## src/rtl/llr_frame_sender_pkg.sv

```systemverilog
// Shared definitions for the LLR input stream: default lane count, beat
// arithmetic, end-of-frame bit position and the sender FSM encoding.
package llr_frame_sender_pkg;

    localparam int LANES_DEFAULT = 4;

    typedef enum logic [1:0] {
        IDLE = 2'd0,
        SEND = 2'd1,
        WAIT = 2'd2
    } state_t;

    // Number of LANES-wide beats needed to carry n_v LLRs.
    function automatic int beats_per_frame(input int n_v, input int lanes);
        return (n_v + lanes - 1) / lanes;
    endfunction

    // Index of the end-of-frame flag on the beat bus.
    function automatic int last_bit(input int lanes, input int width);
        return lanes * width;
    endfunction

endpackage

```

## src/rtl/llr_beat_mux.sv

```systemverilog
// Combinational beat selector: picks LANES LLRs of beat k out of a whole
// frame, zero-filling lanes that fall past the end of the frame.
module llr_beat_mux
    import llr_frame_sender_pkg::*;
#(
    parameter int WIDTH  = 8,
    parameter int N_V    = 44,
    parameter int LANES  = LANES_DEFAULT,
    parameter int BEAT_W = 4
) (
    input  logic [WIDTH*N_V-1:0]   frame,
    input  logic [BEAT_W-1:0]      beat,
    output logic [LANES*WIDTH-1:0] lanes
);

    localparam int DEPTH = 2 ** BEAT_W;

    logic [DEPTH-1:0][LANES-1:0][WIDTH-1:0] beat_table;

    // Table rows beyond the real beats are all padding, so any index is safe.
    for (genvar k = 0; k < DEPTH; k++) begin : g_beat
        for (genvar j = 0; j < LANES; j++) begin : g_lane
            if (k * LANES + j < N_V) begin : g_llr
                assign beat_table[k][j] = frame[WIDTH*(k*LANES+j) +: WIDTH];
            end else begin : g_pad
                assign beat_table[k][j] = '0;
            end
        end
    end

    assign lanes = beat_table[beat];

endmodule

```

## src/rtl/llr_frame_sender.sv

```systemverilog
// Transmit side of the decoder LLR stream: stages one parallel frame and
// serialises it into LANES-wide beats with an end-of-frame flag in the MSB.
module llr_frame_sender
    import llr_frame_sender_pkg::*;
#(
    parameter int WIDTH     = 8,
    parameter int N_V       = 44,
    parameter int LANES     = LANES_DEFAULT,
    parameter int WAIT_DONE = 1,
    parameter int CNT_W     = 16
) (
    input  logic                   clk,
    input  logic                   rst,
    input  logic                   frame_valid,
    output logic                   frame_ready,
    input  logic [WIDTH*N_V-1:0]   frame_llrs,
    input  logic                   dec_done,
    output logic [LANES*WIDTH:0]   llr,
    output logic                   data_valid,
    output logic                   busy,
    output logic [CNT_W-1:0]       frames_sent
);

    localparam int BEATS    = beats_per_frame(N_V, LANES);
    localparam int BEAT_W   = $clog2(BEATS + 1);
    localparam int LAST_BIT = last_bit(LANES, WIDTH);

    state_t                 state;
    state_t                 state_next;
    logic [BEAT_W-1:0]      cnt;
    logic [BEAT_W-1:0]      cnt_next;
    logic [WIDTH*N_V-1:0]   stage;
    logic [WIDTH*N_V-1:0]   active;
    logic                   stage_full;
    logic                   take_stage;
    logic                   sent_inc;
    logic                   valid_next;
    logic [LAST_BIT:0]      llr_next;
    logic [WIDTH*N_V-1:0]   mux_frame;
    logic [BEAT_W-1:0]      mux_beat;
    logic [LAST_BIT-1:0]    mux_lanes;
    logic                   beat_last;

    // In IDLE the first beat comes straight from the staging buffer.
    assign mux_frame = (state == IDLE) ? stage : active;
    assign mux_beat  = (state == IDLE) ? '0 : cnt;
    assign beat_last = (mux_beat == BEAT_W'(BEATS - 1));

    llr_beat_mux #(
        .WIDTH  (WIDTH),
        .N_V    (N_V),
        .LANES  (LANES),
        .BEAT_W (BEAT_W)
    ) u_beat_mux (
        .frame (mux_frame),
        .beat  (mux_beat),
        .lanes (mux_lanes)
    );

    always_comb begin
        state_next = state;
        cnt_next   = cnt;
        valid_next = 1'b0;
        llr_next   = '0;
        take_stage = 1'b0;
        sent_inc   = 1'b0;
        unique case (state)
            IDLE: begin
                if (stage_full) begin
                    take_stage = 1'b1;
                    valid_next = 1'b1;
                    llr_next   = {beat_last, mux_lanes};
                    cnt_next   = BEAT_W'(1);
                    state_next = SEND;
                end
            end
            SEND: begin
                if (cnt < BEAT_W'(BEATS)) begin
                    valid_next = 1'b1;
                    llr_next   = {beat_last, mux_lanes};
                    cnt_next   = cnt + BEAT_W'(1);
                end else begin
                    cnt_next   = '0;
                    sent_inc   = 1'b1;
                    state_next = (WAIT_DONE != 0) ? WAIT : IDLE;
                end
            end
            WAIT: begin
                if (dec_done) begin
                    state_next = IDLE;
                end
            end
            default: begin
                state_next = IDLE;
                cnt_next   = '0;
            end
        endcase
    end

    // Reset truncates any frame in flight and drops the staged one.
    always_ff @(posedge clk or negedge rst) begin
        if (!rst) begin
            state       <= IDLE;
            cnt         <= '0;
            llr         <= '0;
            data_valid  <= 1'b0;
            frames_sent <= '0;
            stage       <= '0;
            stage_full  <= 1'b0;
            active      <= '0;
        end else begin
            state      <= state_next;
            cnt        <= cnt_next;
            llr        <= llr_next;
            data_valid <= valid_next;
            if (sent_inc) begin
                frames_sent <= frames_sent + CNT_W'(1);
            end
            if (frame_valid && frame_ready) begin
                stage      <= frame_llrs;
                stage_full <= 1'b1;
            end else if (take_stage) begin
                stage_full <= 1'b0;
            end
            if (take_stage) begin
                active <= stage;
            end
        end
    end

    assign frame_ready = rst & ~stage_full;
    assign busy        = (state != IDLE) | stage_full;

endmodule

```

## config.mk

```make
export PLATFORM = sky130hd
export DESIGN_NAME = llr_frame_sender
export DESIGN_NICKNAME = d
export VERILOG_FILES = /design/src/rtl/llr_frame_sender_pkg.sv /design/src/rtl/llr_beat_mux.sv /design/src/rtl/llr_frame_sender.sv
export SDC_FILE = /design/constraint.sdc
export NUM_CORES = 1
export LEC_CHECK = 0
export CORE_MARGIN = 2
export CORE_UTILIZATION = 35
export CTS_BUF_LIST = sky130_fd_sc_hd__clkbuf_8
export DETAILED_ROUTE_END_ITERATION = 8
export DONT_BUFFER_PORTS = 1
export MAX_ROUTING_LAYER = met4
export SYNTH_ARGS = -nofsm -noshare
export SYNTH_HDL_FRONTEND = slang
export SYNTH_SLANG_ARGS = --single-unit
```

## constraint.sdc

```tcl
create_clock -name clk -period 1.8 [get_ports clk]
set_input_delay 0.27 -clock clk [delete_from_list [all_inputs] [get_ports clk]]
set_output_delay 0.27 -clock clk [all_outputs]
set_load 0.005 [all_outputs]
```

==> results.toml, run 1 <==
[setup_path]
cp.arrival_ps = 2750
cpMaxStageDelayCell = "dfrtp_4"
cpPeakStageDelay_ps = 570
worstSetupPathType = "register to register"
cp_num_buf_inv = 2
cp.required_ps = 2500
critPathMaxFanout = 8
crit_family = "flip-flops"
crit_path_end_kind = "register"
crit_path_cell_trace = "clkbuf_16 > or3_1 > o2111ai_1 > o221ai_1 > buf_4 > and3_1"
cp-start-kind = "register"

[synthesis]
ys.flop_type = "dfrtp_1"
ys_seq_area_frac = 0.596
yosys.cell_count.top_type = "nand2_1"
ys_top_cells_by_area = "dfrtp_1 60%, mux2_2 14%, nand2_1 12%"
ys_async_sr_fraction = 1.00
synth_edf_count = 0
netlist_area_mm2 = 0.0319
synth.avg_cell_area_um2 = 11.3
ys_ff_latch = 761
synthesis.nets = 3192
syn_inst = 2834
synth_area_leader_cell = "dfrtp_1"
yosysWarnings = 0
synth_common_cells = "1014 x nand2_1, 761 x dfrtp_1, 408 x mux2_2"
synth_top_area_frac = 0.596
yosysUniqueCellTypes = 58

[pwr]
p_leak_nw = 20.8
power_w = 0.0813
power_density_mw_per_mm2 = 1830
peakVddDrop_mv = 1.07

[cts]
cts_tree = "yes"
insertion_delay_ps = 800
clock_sinks = 761
cts_buffer_depth = 3
cts_hold_buf = 354
cts-buffers-inserted = 139
htreeDepth = 4
clock-root-buffer = "clkbuf_8"
cts.clk_slew.worst_paths_ps = 70

[grt]
track_usage = 0.242
overflow = 0
grt_pass1_vias = 24996
grt_pass1_wl_um = 164000
antenna_found_initial = 24
grt_max_degree = 763

[drt]
dr_wl_met3_um = 8010
wl_met2_um = 53200
vias = 24406
drtIter0Drc = 1947
firstDrtPassIters = 5
wl_per_cell_um = 23.7
top_layer = "met4"
routed_wl_um = 113000
met1_length_um = 48000
ant_nets = 0
drc = 0
viasPerCell = 5.12

[timing]
fmax_mhz = 488
rsz0062_at_grt = "yes"
skew_ps = 44.8
setup_ws_ps = -248
min_period_over_period = 1.14
hold_violations = 292
period_minus_slack_ps = 2050
setup_viol_count_final = 200
holdWs_ps = -563
max_slew_margin = 0.301
worst_pin_slew_ps = 1050
finalMaxSlewViolations = 0

[layout]
final_nets = 3817
finish.utilization = 0.491
syn_to_final_growth_pct = 38.8
fin_cells = 4768
drive_gt1_frac = 0.331

[status]
outcome = "complete, but fails checks"
failed_checks = "hold timing, setup timing"

[floorplanning]
die_x_um = 306
rows = 110
ios = 408
dieArea_mm2 = 0.0937
core_area_mm2 = 0.0903
start_util = 0.354
die_h_um = 306

[place]
io_buffers = 0
dp_cells = 4069
hpwl_um = 75600
routabilityCongestion = 0.904

[flow_run]
drv_cap = 0

[hold_path]
hold_path_class = "input pin to asynchronous set/reset pin"
-- metrics by stage --
stage	instance area [um2]	TNS (ps)	hold WS (ps)	worst slack [ps]
6_report	44300	-14640	-563	-248
5_1_grt	44300	-23810	-580	-264
4_1_cts	43000	-14980	-827	-200
3_5_place_dp	34900	-49530	49.7	-352
3_3_place_gp	34900	-48680	49.1	-365
2_1_floorplan	31900	0	-25.6	122
-- where the power goes --
group	internal, W	leakage [nW]	switching, W
Combinational	0.0165	9.88	0.0159
Sequential	0.0253	9.29	0.00689
Clock	0.00911	1.65	0.00763
-- kinds of logic after synthesis --
family / after synthesis / share of synthesized area
adder cells (fa/ha/maj): 2 / 0.000783
AND/OR/NAND/NOR: 1176 / 0.151
flip-flops: 761 / 0.596
multiplexers: 437 / 0.154
AO/OA/AOI/OAI: 241 / 0.0580
XOR/XNOR: 16 / 0.00439
buffers and inverters: 201 / 0.0360
-- flip-flops by register name, indices dropped and copies added, names as in the netlist --
name and cells:
active 352, stage 352, llr 33, frames_sent 16, cnt 4, state 2
data_valid 1, stage_full 1
-- path summary, 6_finish.rpt --
check / from / endpoint / slack (ps) / cells past startpoint
max in group asynchronous: rst / stage[258]$_DFFE_PN0P_ / 620 / 3
worst max-delay path: cnt[0]$_DFFE_PN0P_ / llr[28]$_DFF_PN0_ / -250 / 6
worst min register to register: stage[184]$_DFFE_PN0P_ / active[184]$_DFFE_PN0P_ / 440 / 2
worst max register to register: cnt[0]$_DFFE_PN0P_ / llr[28]$_DFF_PN0_ / -250 / 6
worst min-delay path: rst / active[117]$_DFFE_PN0P_ / -560 / 1
min in group clk: frame_llrs[162] / stage[162]$_DFFE_PN0P_ / 150 / 2
-- worst register-to-register path, cell delays in order, from the launching register on --
cell and delay, ps:
dfrtp_4 570, clkbuf_16 200, or3_1 390, o2111ai_1 190, o221ai_1 230, buf_4 210
and3_1 160
-- per-layer routing --
metal	global-route usage	vias up
met1	0.312	12417
met3	0.0579	193
met4	0.0869	0
met2	0.374	863
met5	-	-
li1	-	10933
-- area by class of cell --
type / count / area, um2
fill: 7989 / 45900
timing repair buffer: 677 / 7660
clock buffer: 176 / 2420
clock inverter: 73 / 408
sequential: 761 / 19100
antenna: 25 / 62.6
tap: 1176 / 1470
inverter: 8 / 40.0
multi-input combinational: 1872 / 13200
-- repair_timing --
action | CTS | global route
gates resized for setup | 163 | 243
hold endpoints to repair | 1115 | 274
pin swaps | 10 | 150
endpoints found under the setup margin | 134 | 888
buffers inserted | 34 | 21
gates cloned | 23 | 11
-- cells in the final DEF, fill, tap and decap left out, types with 24 or more instances in the layout --
master           n
o31ai_1         25
clkbuf_8       176
nand2_4         46
buf_16          28
and3_1          25
buf_6           24
nand2_1        895
nor2b_1         24
o21ai_0         25
mux2_2         404
nand3b_1        25
mux2i_1         25
dfrtp_1        755
inv_1           56
buf_12          60
dlygate4sd3_1  354
a22oi_1         41
diode_2         25
buf_4          191
nand2_2         73
Power figures use the tool's default switching activity.
==> run 2: changes to the inputs <==
Settings changed: SLEW_MARGIN set to 10.
==> run 2 against run 1 <==
The flow still finishes with violations (hold timing, setup timing). Non-clock buffer count shrank 1. Count of clock-buffer cells in the layout is the same. Clock skew shrank 2.0 ps. Sequential share of layout area is essentially flat. Sequential power is essentially flat. Via count grew 0.41%. Core utilization is essentially flat. Design area is essentially flat. Critical path type unchanged. Largest cell class unchanged. Largest power group unchanged.
==> results.toml, run 2 (synthesis gave the netlist of run 1 again) <==
[drt]
wl_per_cell_um = 23.8
routed_wl_um = 113000
drtIter0Drc = 1958
firstDrtPassIters = 6
ant_nets = 0
vias = 24505
viasPerCell = 5.14
drc = 0

[timing]
period_minus_slack_ps = 2020
worst_pin_slew_ps = 1140
setup_viol_count_final = 190
holdWs_ps = -840
setup_ws_ps = -219
finalMaxSlewViolations = 0
rsz0062_at_grt = "yes"
max_slew_margin = 0.243
fmax_mhz = 495
skew_ps = 42.7
hold_violations = 336
min_period_over_period = 1.12
final.setup.tns_ps = -13410

[floorplanning]
die_x_um = 306
start_util = 0.354
die_h_um = 306
rows = 110
ios = 408
core_area_mm2 = 0.0903
dieArea_mm2 = 0.0937

[cts]
insertion_delay_ps = 800
cts_buffer_depth = 3
htreeDepth = 4
clock-root-buffer = "clkbuf_8"
clock_sinks = 761
cts-buffers-inserted = 139
cts_tree = "yes"
cts.clk_slew.worst_paths_ps = 60

[pwr]
peakVddDrop_mv = 1.06
p_leak_nw = 20.8
power_w = 0.0816
power_density_mw_per_mm2 = 1840

[hold_path]
hold_path_class = "input pin to asynchronous set/reset pin"

[grt]
overflow = 0
antenna_found_initial = 24
grt_pass1_vias = 24996
grt_pass1_wl_um = 164000
grt_max_degree = 763
track_usage = 0.242

[layout]
mostFrequentLayoutCell = "nand2_1"
final_nets = 3816
fillers = 7965
multi_input_area_mm2 = 0.0132
layout_common_cells = "923 x nand2_1, 755 x dfrtp_1, 404 x mux2_2"
drive_gt1_frac = 0.324
reg.largest.list = "active: 352 flops, stage: 352 flops, llr: 33 flops"
finish.utilization = 0.491
seq_area_mm2 = 0.0191
syn_to_final_growth_pct = 38.9

[setup_path]
crit_path_end_kind = "register"
crit_path_cell_trace = "buf_12 > buf_6 > buf_12 > mux2_2 > o32ai_4 > o32ai_2 > buf_4 > o211a_1"
worstReg2RegEnd = "llr[25]$_DFF_PN0_"
cp.arrival_ps = 2710
r2r_cells = 8
worst-r2r-setup-slack_ps = -220
critPathMaxFanout = 7
cpMaxStageDelayCell = "dfrtp_4"
cpPeakStageDelay_ps = 570
cp-start-kind = "register"
timing.rr.start = "cnt[0]$_DFFE_PN0P_"
worstSetupPathType = "register to register"
crit_top_cell = "buf_12"
cp.required_ps = 2490

[flow_run]
drv_cap = 0

[status]
failed_checks = "hold timing, setup timing"
outcome = "complete, but fails checks"

[place]
routabilityCongestion = 0.904
io_buffers = 0
hpwl_um = 75600
run 2: area by class of cell:
type	count	area share
multi-input combinational	1872	0.298
inverter	8	0.000903
clock buffer	176	0.0546
tap	1176	0.0332
timing repair buffer	676	0.173
antenna	23	0.00130
clock inverter	73	0.00919
sequential	761	0.430
run 2: report_power, final:
group | switching, W | leakage (nW) | internal, W
clock | 0.00762 | 1.65 | 0.00911
combinational | 0.0161 | 9.82 | 0.0168
sequential | 0.00682 | 9.29 | 0.0253
run 2: metal layers:
metal	share of wire	track usage	vias to the layer above
met4	0.036	0.0869	0
met5	0	-	-
li1	-	-	10945
met1	0.42	0.312	12443
met2	0.47	0.374	910
met3	0.075	0.0579	207
run 2: how the worst max path moves through the flow:
stage | startpoint | cells past startpoint | to | slack [ps]
floorplan | cnt[0]$_DFFE_PN0P_ | 7 | llr[13]$_DFF_PN0_ | 120
global placement | cnt[1]$_DFFE_PN0P_ | 5 | llr[1]$_DFF_PN0_ | -370
detailed placement | cnt[1]$_DFFE_PN0P_ | 5 | llr[1]$_DFF_PN0_ | -350
CTS | cnt[0]$_DFFE_PN0P_ | 8 | llr[25]$_DFF_PN0_ | -200
global route | cnt[1]$_DFFE_PN0P_ | 8 | llr[22]$_DFF_PN0_ | -280
finish | cnt[0]$_DFFE_PN0P_ | 8 | llr[25]$_DFF_PN0_ | -220
run 2: repair_timing:
item | 4_1_cts | 5_1_grt
endpoints found under the hold margin | 1115 | 279
hold buffers | 354 | 1
endpoints found under the setup margin | 134 | 888
pin swaps | 10 | 117
setup buffers | 34 | 21
gates resized for setup | 163 | 225
cloned | 23 | 10
run 2: stage by stage:
stage / setup WS [ps] / instances / cell area (um2)
2_1_floorplan: 122 / 2834 / 31900
3_3_place_gp: -365 / 4069 / 34900
3_5_place_dp: -352 / 4069 / 34900
4_1_cts: -200 / 4725 / 43000
5_1_grt: -279 / 4765 / 44400
6_report: -219 / 4765 / 44400
run 2: worst max-delay path, delay by kind of cell (launching register included):
kind                   cells  cell delay (ps)
muxes                      1              290
DFF                        1              570
buffers and inverters      4              600
AOI/OAI and AO/OA          3              430
